[src/rtl/led_pwm_pkg.sv]
// led_pwm_pkg: shared mode encoding and channel-addressing helpers for the
// led_pwm_bank LED driver.
package led_pwm_pkg;

  // Width of the cfg_mode field.
  localparam int MODE_W = 3;

  typedef logic [MODE_W-1:0] mode_t;

  // Mode encoding. Codes 5..7 are reserved and drive the LED low.
  // MODE_BREATHE is only honoured when the breathe feature is compiled in.
  localparam mode_t MODE_OFF     = 3'd0;
  localparam mode_t MODE_ON      = 3'd1;
  localparam mode_t MODE_BLINK   = 3'd2;
  localparam mode_t MODE_PWM     = 3'd3;
  localparam mode_t MODE_BREATHE = 3'd4;

  // Width of an index able to address n items; never less than one bit.
  function automatic int idx_width(input int n);
    return (n > 1) ? $clog2(n) : 1;
  endfunction

  // Out-of-range channel rule: a config whose channel number is not below
  // num_ch is always accepted (ready=1) and then silently dropped, so a
  // stray address can never stall the config port.
  function automatic logic ch_in_range(input int unsigned ch, input int unsigned num_ch);
    return ch < num_ch;
  endfunction

endpackage

[src/rtl/led_pwm_bank_if.sv]
// led_pwm_bank_if: valid/ready channel configuration port.
// The master raises cfg_valid with a target channel and settings; the
// transfer happens in any cycle where cfg_valid && cfg_ready.
interface led_pwm_bank_if #(
  parameter int NUM_CH = 4,
  parameter int CNT_W  = 32
);
  import led_pwm_pkg::*;

  localparam int CH_W = idx_width(NUM_CH);

  logic             cfg_valid;
  logic             cfg_ready;
  logic [CH_W-1:0]  cfg_ch;
  mode_t            cfg_mode;
  logic [CNT_W-1:0] cfg_period;
  logic [CNT_W-1:0] cfg_duty;

  modport master (
    output cfg_valid, cfg_ch, cfg_mode, cfg_period, cfg_duty,
    input  cfg_ready
  );

  modport slave (
    input  cfg_valid, cfg_ch, cfg_mode, cfg_period, cfg_duty,
    output cfg_ready
  );

endinterface

[src/rtl/led_pwm_chan.sv]
// led_pwm_chan: one LED channel. Holds the period counter, active and
// shadow settings, the pending flag and the registered LED output.
// Optional feature macro: LED_BREATHE_EN adds the BREATHE mode
// (per-channel level ramp plus direction bit).
module led_pwm_chan
  import led_pwm_pkg::*;
#(
  parameter int CNT_W      = 32,
  parameter int DEF_PERIOD = 33_333_333
) (
  input  logic             sys_clk,
  input  logic             rst,
  input  logic             tick,
  input  logic             wr_en,
  input  mode_t            wr_mode,
  input  logic [CNT_W-1:0] wr_period,
  input  logic [CNT_W-1:0] wr_duty,
  output logic             pending,
  output logic             led
);

  localparam logic [CNT_W-1:0] DEF_PER  = CNT_W'(DEF_PERIOD);
  localparam logic [CNT_W-1:0] DEF_DUTY = DEF_PER >> 1;
  localparam logic [CNT_W-1:0] ONE      = CNT_W'(1);

  logic [CNT_W-1:0] cnt_reg;
  mode_t            act_mode_reg;
  logic [CNT_W-1:0] act_period_reg;
  logic [CNT_W-1:0] act_duty_reg;
  mode_t            shd_mode_reg;
  logic [CNT_W-1:0] shd_period_reg;
  logic [CNT_W-1:0] shd_duty_reg;
  logic             pending_reg;
  logic             led_reg;
  logic             led_next;

  logic boundary;
  logic commit;

  // Active period is never zero, so period-1 is always the last count.
  assign boundary = tick && (cnt_reg == (act_period_reg - ONE));
  // A commit needs a config that was already pending before this cycle;
  // one accepted in the boundary cycle itself waits for the next boundary.
  assign commit   = boundary && pending_reg;

  // Period counter: wraps to 0 at the boundary, which is also the restart
  // point for a freshly committed configuration.
  always_ff @(posedge sys_clk) begin
    if (rst) begin
      cnt_reg <= '0;
    end else if (tick) begin
      if (boundary) begin
        cnt_reg <= '0;
      end else begin
        cnt_reg <= cnt_reg + ONE;
      end
    end
  end

  // Shadow capture and pending flag. wr_en only arrives while not pending,
  // so it can never coincide with a commit.
  always_ff @(posedge sys_clk) begin
    if (rst) begin
      shd_mode_reg   <= MODE_BLINK;
      shd_period_reg <= DEF_PER;
      shd_duty_reg   <= DEF_DUTY;
      pending_reg    <= 1'b0;
    end else if (wr_en) begin
      shd_mode_reg   <= wr_mode;
      shd_period_reg <= (wr_period == '0) ? ONE : wr_period;
      shd_duty_reg   <= wr_duty;
      pending_reg    <= 1'b1;
    end else if (commit) begin
      pending_reg    <= 1'b0;
    end
  end

  // Active settings change only at a period boundary, so no short pulse.
  always_ff @(posedge sys_clk) begin
    if (rst) begin
      act_mode_reg   <= MODE_BLINK;
      act_period_reg <= DEF_PER;
      act_duty_reg   <= DEF_DUTY;
    end else if (commit) begin
      act_mode_reg   <= shd_mode_reg;
      act_period_reg <= shd_period_reg;
      act_duty_reg   <= shd_duty_reg;
    end
  end

`ifdef LED_BREATHE_EN
  logic [CNT_W-1:0] level_reg;
  logic             dir_fall_reg;
  logic [CNT_W:0]   level_sum;

  // One extra bit so level+step cannot wrap before the saturation test.
  assign level_sum = {1'b0, level_reg} + {1'b0, act_duty_reg};

  // Breathe ramp: step the level by duty at every boundary, saturating at
  // period (then falling) and at 0 (then rising).
  always_ff @(posedge sys_clk) begin
    if (rst) begin
      level_reg    <= '0;
      dir_fall_reg <= 1'b0;
    end else if (commit) begin
      if (shd_mode_reg == MODE_BREATHE) begin
        level_reg    <= '0;
        dir_fall_reg <= 1'b0;
      end
    end else if (boundary && (act_mode_reg == MODE_BREATHE)) begin
      if (!dir_fall_reg) begin
        if (level_sum >= {1'b0, act_period_reg}) begin
          level_reg    <= act_period_reg;
          dir_fall_reg <= 1'b1;
        end else begin
          level_reg    <= level_sum[CNT_W-1:0];
        end
      end else begin
        if (level_reg <= act_duty_reg) begin
          level_reg    <= '0;
          dir_fall_reg <= 1'b0;
        end else begin
          level_reg    <= level_reg - act_duty_reg;
        end
      end
    end
  end
`endif

  // LED decode from the active settings and the current count.
  always_comb begin
    led_next = 1'b0;
    case (act_mode_reg)
      MODE_OFF:     led_next = 1'b0;
      MODE_ON:      led_next = 1'b1;
      MODE_BLINK:   led_next = (cnt_reg < (act_period_reg >> 1));
      MODE_PWM:     led_next = (cnt_reg < act_duty_reg);
`ifdef LED_BREATHE_EN
      MODE_BREATHE: led_next = (cnt_reg < level_reg);
`endif
      default:      led_next = 1'b0;
    endcase
  end

  // Registered LED drive, one cycle behind the counter.
  always_ff @(posedge sys_clk) begin
    if (rst) begin
      led_reg <= 1'b0;
    end else begin
      led_reg <= led_next;
    end
  end

  assign pending = pending_reg;
  assign led     = led_reg;

endmodule

[src/rtl/led_pwm_bank.sv]
// led_pwm_bank: NUM_CH-channel LED driver (OFF/ON/BLINK/PWM) with a shared
// prescaler and a valid/ready runtime configuration port. New settings are
// committed per channel at that channel's next period boundary.
// Optional feature macro: LED_BREATHE_EN enables mode 4 (BREATHE).
module led_pwm_bank
  import led_pwm_pkg::*;
#(
  parameter int NUM_CH     = 4,
  parameter int CNT_W      = 32,
  parameter int PRESCALE   = 1,
  parameter int DEF_PERIOD = 33_333_333
) (
  input  logic              sys_clk,
  input  logic              rst,
  led_pwm_bank_if.slave     cfg,
  output logic [NUM_CH-1:0] led
);

  localparam int CH_W  = idx_width(NUM_CH);
  localparam int PAD_N = 2 ** CH_W;
  localparam int PC_W  = idx_width(PRESCALE);

  logic [PC_W-1:0]   pcnt_reg;
  logic              tick;
  logic [NUM_CH-1:0] pending;
  logic [PAD_N-1:0]  pending_pad;
  logic              ch_ok;
  logic              cfg_ready_w;
  logic              accept;

  assign tick = (pcnt_reg == PC_W'(PRESCALE - 1));

  // Prescaler: one tick every PRESCALE cycles (every cycle when PRESCALE=1).
  always_ff @(posedge sys_clk) begin
    if (rst) begin
      pcnt_reg <= '0;
    end else if (tick) begin
      pcnt_reg <= '0;
    end else begin
      pcnt_reg <= pcnt_reg + PC_W'(1);
    end
  end

  // Pad the pending vector to the full cfg_ch range so the ready mux never
  // indexes past the end; out-of-range channels are forced ready anyway.
  assign pending_pad = PAD_N'(pending);
  assign ch_ok       = ch_in_range(32'(cfg.cfg_ch), NUM_CH);
  assign cfg_ready_w = ch_ok ? ~pending_pad[cfg.cfg_ch] : 1'b1;
  assign accept      = cfg.cfg_valid && cfg_ready_w;
  assign cfg.cfg_ready = cfg_ready_w;

  // One channel per LED; the write strobe is the decoded accepted address.
  for (genvar gi = 0; gi < NUM_CH; gi++) begin : g_ch
    logic wr_en;
    assign wr_en = accept && (cfg.cfg_ch == CH_W'(gi));

    led_pwm_chan #(
      .CNT_W      (CNT_W),
      .DEF_PERIOD (DEF_PERIOD)
    ) u_chan (
      .sys_clk   (sys_clk),
      .rst       (rst),
      .tick      (tick),
      .wr_en     (wr_en),
      .wr_mode   (cfg.cfg_mode),
      .wr_period (cfg.cfg_period),
      .wr_duty   (cfg.cfg_duty),
      .pending   (pending[gi]),
      .led       (led[gi])
    );
  end

endmodule

[src/flat_wrapper.sv]
// flat-port wrapper written by rule: the top's interface ports become plain ports
module led_pwm_bank_flat import led_pwm_pkg::*;
#(
  parameter int NUM_CH     = 4,
  parameter int CNT_W      = 32,
  parameter int PRESCALE   = 1,
  parameter int DEF_PERIOD = 33_333_333
)
  (sys_clk, rst, led, cfg_cfg_valid, cfg_cfg_ch, cfg_cfg_mode, cfg_cfg_period, cfg_cfg_duty, cfg_cfg_ready);
  led_pwm_bank_if #(.NUM_CH(NUM_CH), .CNT_W(CNT_W)) cfg_i ();
  input  logic sys_clk;
  input  logic rst;
  output logic [NUM_CH-1:0] led;
  input wire logic [$bits(cfg_i.cfg_valid)-1:0] cfg_cfg_valid;
  input wire logic [$bits(cfg_i.cfg_ch)-1:0] cfg_cfg_ch;
  input wire logic [$bits(cfg_i.cfg_mode)-1:0] cfg_cfg_mode;
  input wire logic [$bits(cfg_i.cfg_period)-1:0] cfg_cfg_period;
  input wire logic [$bits(cfg_i.cfg_duty)-1:0] cfg_cfg_duty;
  output wire logic [$bits(cfg_i.cfg_ready)-1:0] cfg_cfg_ready;
  assign cfg_i.cfg_valid = cfg_cfg_valid;
  assign cfg_i.cfg_ch = cfg_cfg_ch;
  assign cfg_i.cfg_mode = cfg_cfg_mode;
  assign cfg_i.cfg_period = cfg_cfg_period;
  assign cfg_i.cfg_duty = cfg_cfg_duty;
  assign cfg_cfg_ready = cfg_i.cfg_ready;
  led_pwm_bank #(.NUM_CH(NUM_CH), .CNT_W(CNT_W), .PRESCALE(PRESCALE), .DEF_PERIOD(DEF_PERIOD)) u_core (.sys_clk(sys_clk), .rst(rst), .cfg(cfg_i), .led(led));
endmodule
[config.mk]
export PLATFORM = sky130hd
export DESIGN_NAME = led_pwm_bank_flat
export DESIGN_NICKNAME = d
export VERILOG_FILES = /design/src/rtl/led_pwm_pkg.sv /design/src/rtl/led_pwm_bank_if.sv /design/src/rtl/led_pwm_chan.sv /design/src/rtl/led_pwm_bank.sv /design/src/flat_wrapper.sv
export SDC_FILE = /design/constraint.sdc
export NUM_CORES = 2
export LEC_CHECK = 0
export CAP_MARGIN = 10
export CELL_PAD_IN_SITES_DETAIL_PLACEMENT = 0
export CELL_PAD_IN_SITES_GLOBAL_PLACEMENT = 1
export CORE_MARGIN = 3
export CORE_UTILIZATION = 51
export DETAILED_ROUTE_END_ITERATION = 10
export PLACE_DENSITY_LB_ADDON = 0.1
export SLEW_MARGIN = 25
export SYNTH_ARGS = -nofsm -noshare
export SYNTH_HDL_FRONTEND = slang
export SYNTH_SLANG_ARGS = --single-unit
[constraint.sdc]
create_clock -name sys_clk -period 12 [get_ports sys_clk]
set_clock_uncertainty 0.15 [all_clocks]
set_input_delay 1.2 -clock sys_clk [delete_from_list [all_inputs] [get_ports sys_clk]]
set_output_delay 1.2 -clock sys_clk [all_outputs]
set_load 0.05 [all_outputs]
-- Word-level counts from Yosys, hierarchy flattened
Cells that the tools add are included.
- flip-flop bits (word level): 673
- input bits: 72
- output and inout port bits: 5
- logic and storage cells: 115
- add/sub/neg operators: 9
- $lt $le $gt $ge: 9
- equality and inequality tests: 19
- muxes and demuxes: 19
- bitwise logic cells: 2
- reduce and logical (&&, ||, !) cells: 20
- operators by type and width (cell ; number):
    32-bit two-way mux ; 5
    32-bit by 1-bit adder with 32-bit output (second input constant) ; 4
    32-bit == test ; 4
    32-bit by 31-bit < comparator with 1-bit output ; 4
    32-bit < comparator ; 4
    32-bit by 1-bit subtractor with 32-bit output (second input constant) ; 4
    32-bit zero test ; 1
    3-bit by 2-bit == test with 1-bit output (second input constant) ; 8
    1-bit logical AND ; 13
    3-bit by 1-bit == test with 1-bit output (second input constant) ; 4
    1-bit one-hot mux with 3 select lines ; 4
    1-bit two-way mux ; 9
    2-bit nonzero test ; 4
    2-bit == test (second input constant) ; 2
    2-bit by 3-bit < comparator with 1-bit output (second input constant) ; 1
    1-bit binary-select mux with 2-bit select ; 1
    2-bit by 1-bit == test with 1-bit output (second input constant) ; 1
    2-bit zero test ; 1
    1-bit inverter ; 2
    2-bit OR reduction ; 1
    1-bit adder (second input constant) ; 1

-- Depth between registers and ports, before layout
- depth after elaboration: 6
- depth in mapped cells: 15
- depth with buffers taken out: 11

-- Cells and area by module
A second synthesis with hierarchy kept.
- cell total of the unflattened synthesis: 4258
- area total of the unflattened synthesis: 36846.6 µm²
- modules (own cells, without submodules) (module ; times used ; cells each ; area an instance (µm²) ; seq. area each (µm²)):
    led_pwm_chan ; 4 ; 1062 ; 9188.8 ; 3363.2
    led_pwm_bank ; 1 ; 10 ; 91.3 ; 20.0

-- Worst setup path before layout
No wires, ideal clock.
- kind: reg-to-reg
- from: register u_core.g_ch[0].u_chan.act_period_reg[10]
- to: register u_core.g_ch[0].u_chan.act_duty_reg[15]
- library setup time: 129 ps
- data arrival time: 3846 ps
- required time: 11721 ps
- slack: 7875 ps
- stages on the path, launching flop included: 15
- path buffers: 5
- period minus slack after synthesis: 4125 ps
- path through: dfxtp_1 > buf_2 > or4_1 > or3_4 > or4_1 > a221o_1 > or4b_1 > nor4b_1 > and4bb_1 > buf_4 > and2_1 > buf_4 > buf_12 > buf_6 > o31ai_1
- cells in the longest elaborated chain, start to end: 4
- ends and longest elaborated chain (element ; RTL line ; source):
    start: declaration ; led_pwm_chan.sv:28 ; logic [CNT_W-1:0] act_period_reg;
    start signal: assignment ; led_pwm_chan.sv:86 ; act_period_reg <= shd_period_reg;
    32-bit by 1-bit subtractor with 32-bit output ; led_pwm_chan.sv:41 ; assign boundary = tick && (cnt_reg == (act_period_reg - ONE));
    32-bit == test ; led_pwm_chan.sv:41 ;
    1-bit logical AND ; led_pwm_chan.sv:41 ;
    1-bit logical AND ; led_pwm_chan.sv:44 ; assign commit = boundary && pending_reg;
    end signal: assignment ; led_pwm_chan.sv:87 ; act_duty_reg <= shd_duty_reg;
    end: declaration ; led_pwm_chan.sv:29 ; logic [CNT_W-1:0] act_duty_reg;
No other way between the ends.
A chain may end at the register's enable or synchronous reset.

-- Final worst setup path
- from: register u_core.g_ch[0].u_chan.act_period_reg[0]
- to: register u_core.g_ch[0].u_chan.act_duty_reg[18]
Same word-level chain as after synthesis.

==> flow_summary_export.csv <==
group,metric,value,unit
outcome,status,"complete, no violations",
place,globalplace.congestion,0.9093,
final_layout,final_util,0.5761,
logic_synthesis,ys_seq_area_frac,0.3828,
cts,htreeDepth,3,
grt,grt_start_max_net_pins,188,
cts,cts_resized,0,
logic_synthesis,synth_edf_count,0,
routing,drt-total-wl,107900,µm
sta,fmax,202.2,MHz
routing,vias,29917,
sta,setup_tns,0,ps
cts,cts-root-buf,"clkbuf_16",
grt,antenna_found_initial,3,
grt,overflow,0,
place,dp_cells,5083,
logic_synthesis,syn_area_per_cell,8.132,µm²
cts,clk_path_buf_depth,3,
final_layout,nNetsFinal,4611,
place,hpwl,73030,µm
cts,numCtsBuffers,74,
place,dpl_worst_slack,7088,ps
critical_path,required,12390,ps
die,rows,95,
final_layout,fin_cells,5219,
cts,postCtsHoldBufs,0,
sta,relSlewSlack,0.3409,
routing,drtIter0Drc,2492,
critical_path,cp_data_arrival_time,5340,ps
sta,hold_viol_final,0,
logic_synthesis,yosys_most_used_dff,"dfxtp_1",
die,die_area,72200,µm²
critical_path,crit_fanout,67,
final_layout,seq_area,13470,µm²
critical_path,startpoint_type,"register",
min_path,hold_path.class,"register to register",
die,initial_core_util,0.5195,
logic_synthesis,synthesis.nets,4652,
die,core,67750,µm²
power,p_per_area,125.7,nW/µm²
sta,hold_ws,301.6,ps
logic_synthesis,synth_seq_cells,673,
sta,finalMaxSlewViolations,0,
routing,route.detailed.drc,0,
logic_synthesis,ys_warn_count,0,
critical_path,reg2regPathDepth,12,
power,ir_drop,0.1072,mV
die,die_w,268.7,µm
logic_synthesis,synthCells,4328,
routing,vias_per_cell,5.732,
die,io_pins,77,
routing,detail_route.first_pass.iterations,6,
logic_synthesis,netlist_area,35200,µm²
routing,wire_per_inst,20.67,µm
routing,ant_nets,0,
grt,grt_pass1_wl,165400,µm
sta,layout_setup_ws,7055,ps
grt,grt.total_usage,0.2963,
sta,period_share,0.4121,
min_path,min_path_cells,2,
cts,clock_latency,630,ps
power,power_leakage,16.60,nW
cts,cts_setup_buffers,0,
logic_synthesis,synthArstFlopShare,0,
final_layout,nFillCells,6372,
final_layout,n_antenna_cell,0,
final_layout,layout-drive-gt1-share,0.04648,
cts,cts_tree,"done",
sta,rsz0062_at_grt,"false",
grt,grt_pass1_vias,27569,
sta,period_needed,4945,ps
logic_synthesis,synth_cell_types,80,
final_layout,area_growth,10.90,%
final_layout,multiInputGateArea,19650,µm²
cts,cts_sinks,673,
run,max_cap_violations,0,
die,die_h,268.7,µm
place,port_buffers,76,
cts,clk_pin_slew,60,ps
sta,worstMarginPinSlew,988.6,ps
critical_path,path_class,"register to register",
sta,finalSetupViolCount,0,
critical_path,cp-end-kind,"register",
[kinds of logic after synthesis]
| family | count (synthesis) | synth area share |
|---|---|---|
| buffers and inverters | 545 | 0.06100 |
| adders and majority gates | 252 | 0.08959 |
| AOI/OAI and AO/OA | 687 | 0.1260 |
| other | 1 | 0.0001065 |
| muxes | 161 | 0.04586 |
| and+or+nand+nor | 1731 | 0.2255 |
| DFF | 673 | 0.3828 |
| xor gates and xnor gates | 278 | 0.06918 |
[cells in the mapped netlist, types with 7 or more instances]
library cell / count / area share
nand2_1: 689 / 0.073
dfxtp_1: 673 / 0.38
nor2_1: 427 / 0.046
inv_1: 306 / 0.033
ha_1: 252 / 0.090
a21oi_1: 243 / 0.035
clkbuf_1: 196 / 0.021
mux2i_1: 159 / 0.045
xnor2_1: 155 / 0.039
nand3_1: 152 / 0.022
xor2_1: 123 / 0.031
nand4_1: 120 / 0.021
o211ai_1: 94 / 0.020
nor3_1: 84 / 0.012
nor4_1: 67 / 0.012
o21ai_0: 66 / 0.0094
a21o_1: 63 / 0.013
o31ai_1: 48 / 0.010
a31oi_1: 43 / 0.0076
and3_1: 27 / 0.0048
nor2b_1: 26 / 0.0046
a211oi_1: 24 / 0.0051
or4_1: 21 / 0.0045
nand2b_1: 19 / 0.0034
a2111oi_0: 16 / 0.0040
buf_1: 15 / 0.0016
buf_2: 14 / 0.0020
nor4b_1: 14 / 0.0035
or3_1: 13 / 0.0023
nand4b_1: 12 / 0.0030
and2_1: 11 / 0.0020
and4_1: 11 / 0.0027
o22ai_1: 11 / 0.0020
a211o_1: 9 / 0.0022
nand3b_1: 8 / 0.0017
or2_2: 7 / 0.0012
[power breakdown]
part,switching (W),internal [W]
Clock,0.000955,0.00140
Combinational,0.000180,0.0000718
Sequential,0.0000274,0.00228
[final cells by class]
type	count	share of cell area
clock inverters	26	0.008431
flip-flops and latches	673	0.3452
repair buffers	121	0.02923
multi-input cells	3110	0.5034
clock buffers	109	0.05603
inverters	307	0.02972
well taps	873	0.02798
[per-layer routing]
metal / share of wire / global-route usage / up-vias
met5: 0 / 0 / -
met3: 0.064 / 0.04937 / 152
met2: 0.43 / 0.4494 / 752
met1: 0.48 / 0.4280 / 14170
met4: 0.035 / 0.09850 / 0
li1: - / - / 14843
[cells in the final DEF, fill, tap and decap left out, types with 13 or more instances in the layout]
| cell type | n |
|---|---|
| or4_1 | 21 |
| nor4_1 | 63 |
| o21ai_0 | 65 |
| a211oi_1 | 24 |
| a21oi_1 | 243 |
| and3_1 | 25 |
| o31ai_1 | 48 |
| xnor2_1 | 155 |
| nor2b_1 | 26 |
| clkdlybuf4s50_1 | 75 |
| clkinv_2 | 13 |
| a31oi_1 | 43 |
| clkbuf_8 | 14 |
| clkbuf_16 | 77 |
| nor2_1 | 427 |
| nand2b_1 | 19 |
| nand2_1 | 686 |
| a21o_1 | 63 |
| clkbuf_1 | 18 |
| nor4b_1 | 14 |
| o211ai_1 | 94 |
| buf_4 | 42 |
| inv_1 | 306 |
| nor3_1 | 82 |
| dfxtp_1 | 673 |
| nand3_1 | 150 |
| ha_1 | 252 |
| xor2_1 | 123 |
| nand4_1 | 120 |
| a2111oi_0 | 16 |
| mux2i_1 | 159 |
[worst max-delay path: stages, from the launching register on]
cell and delay, ps:
dfxtp_1 370, inv_1 80, ha_1 200, nor4b_1 780
nand2_1 160, or4_1 540, a221o_1 370, or4b_1 510
nor4b_1 260, and4bb_1 230, and2_2 140, buf_4 760
mux2i_1 290
[stage by stage]
step,area [µm²],power (W)
after floorplan,35200,0.002465
after global placement,36470,0.002597
after detailed placement,36480,0.002599
after CTS,38990,0.004951
after global routing,39030,0.005063
final,39030,0.004908
[final timing paths]
check	start	end	slack (ps)
setup / recovery	u_core.g_ch[0].u_chan.act_period_reg[0]$_SDFFE_PP1P_	u_core.g_ch[0].u_chan.act_duty_reg[18]$_SDFFE_PP1P_	7060
hold / removal	u_core.g_ch[3].u_chan.shd_period_reg[7]$_SDFFE_PP0P_	u_core.g_ch[3].u_chan.shd_period_reg[7]$_SDFFE_PP0P_	300
setup reg to reg	u_core.g_ch[0].u_chan.act_period_reg[0]$_SDFFE_PP1P_	u_core.g_ch[0].u_chan.act_duty_reg[18]$_SDFFE_PP1P_	7060
hold reg to reg	u_core.g_ch[3].u_chan.shd_period_reg[7]$_SDFFE_PP0P_	u_core.g_ch[3].u_chan.shd_period_reg[7]$_SDFFE_PP0P_	300
Note: power is estimated with default switching activity, not from simulation.
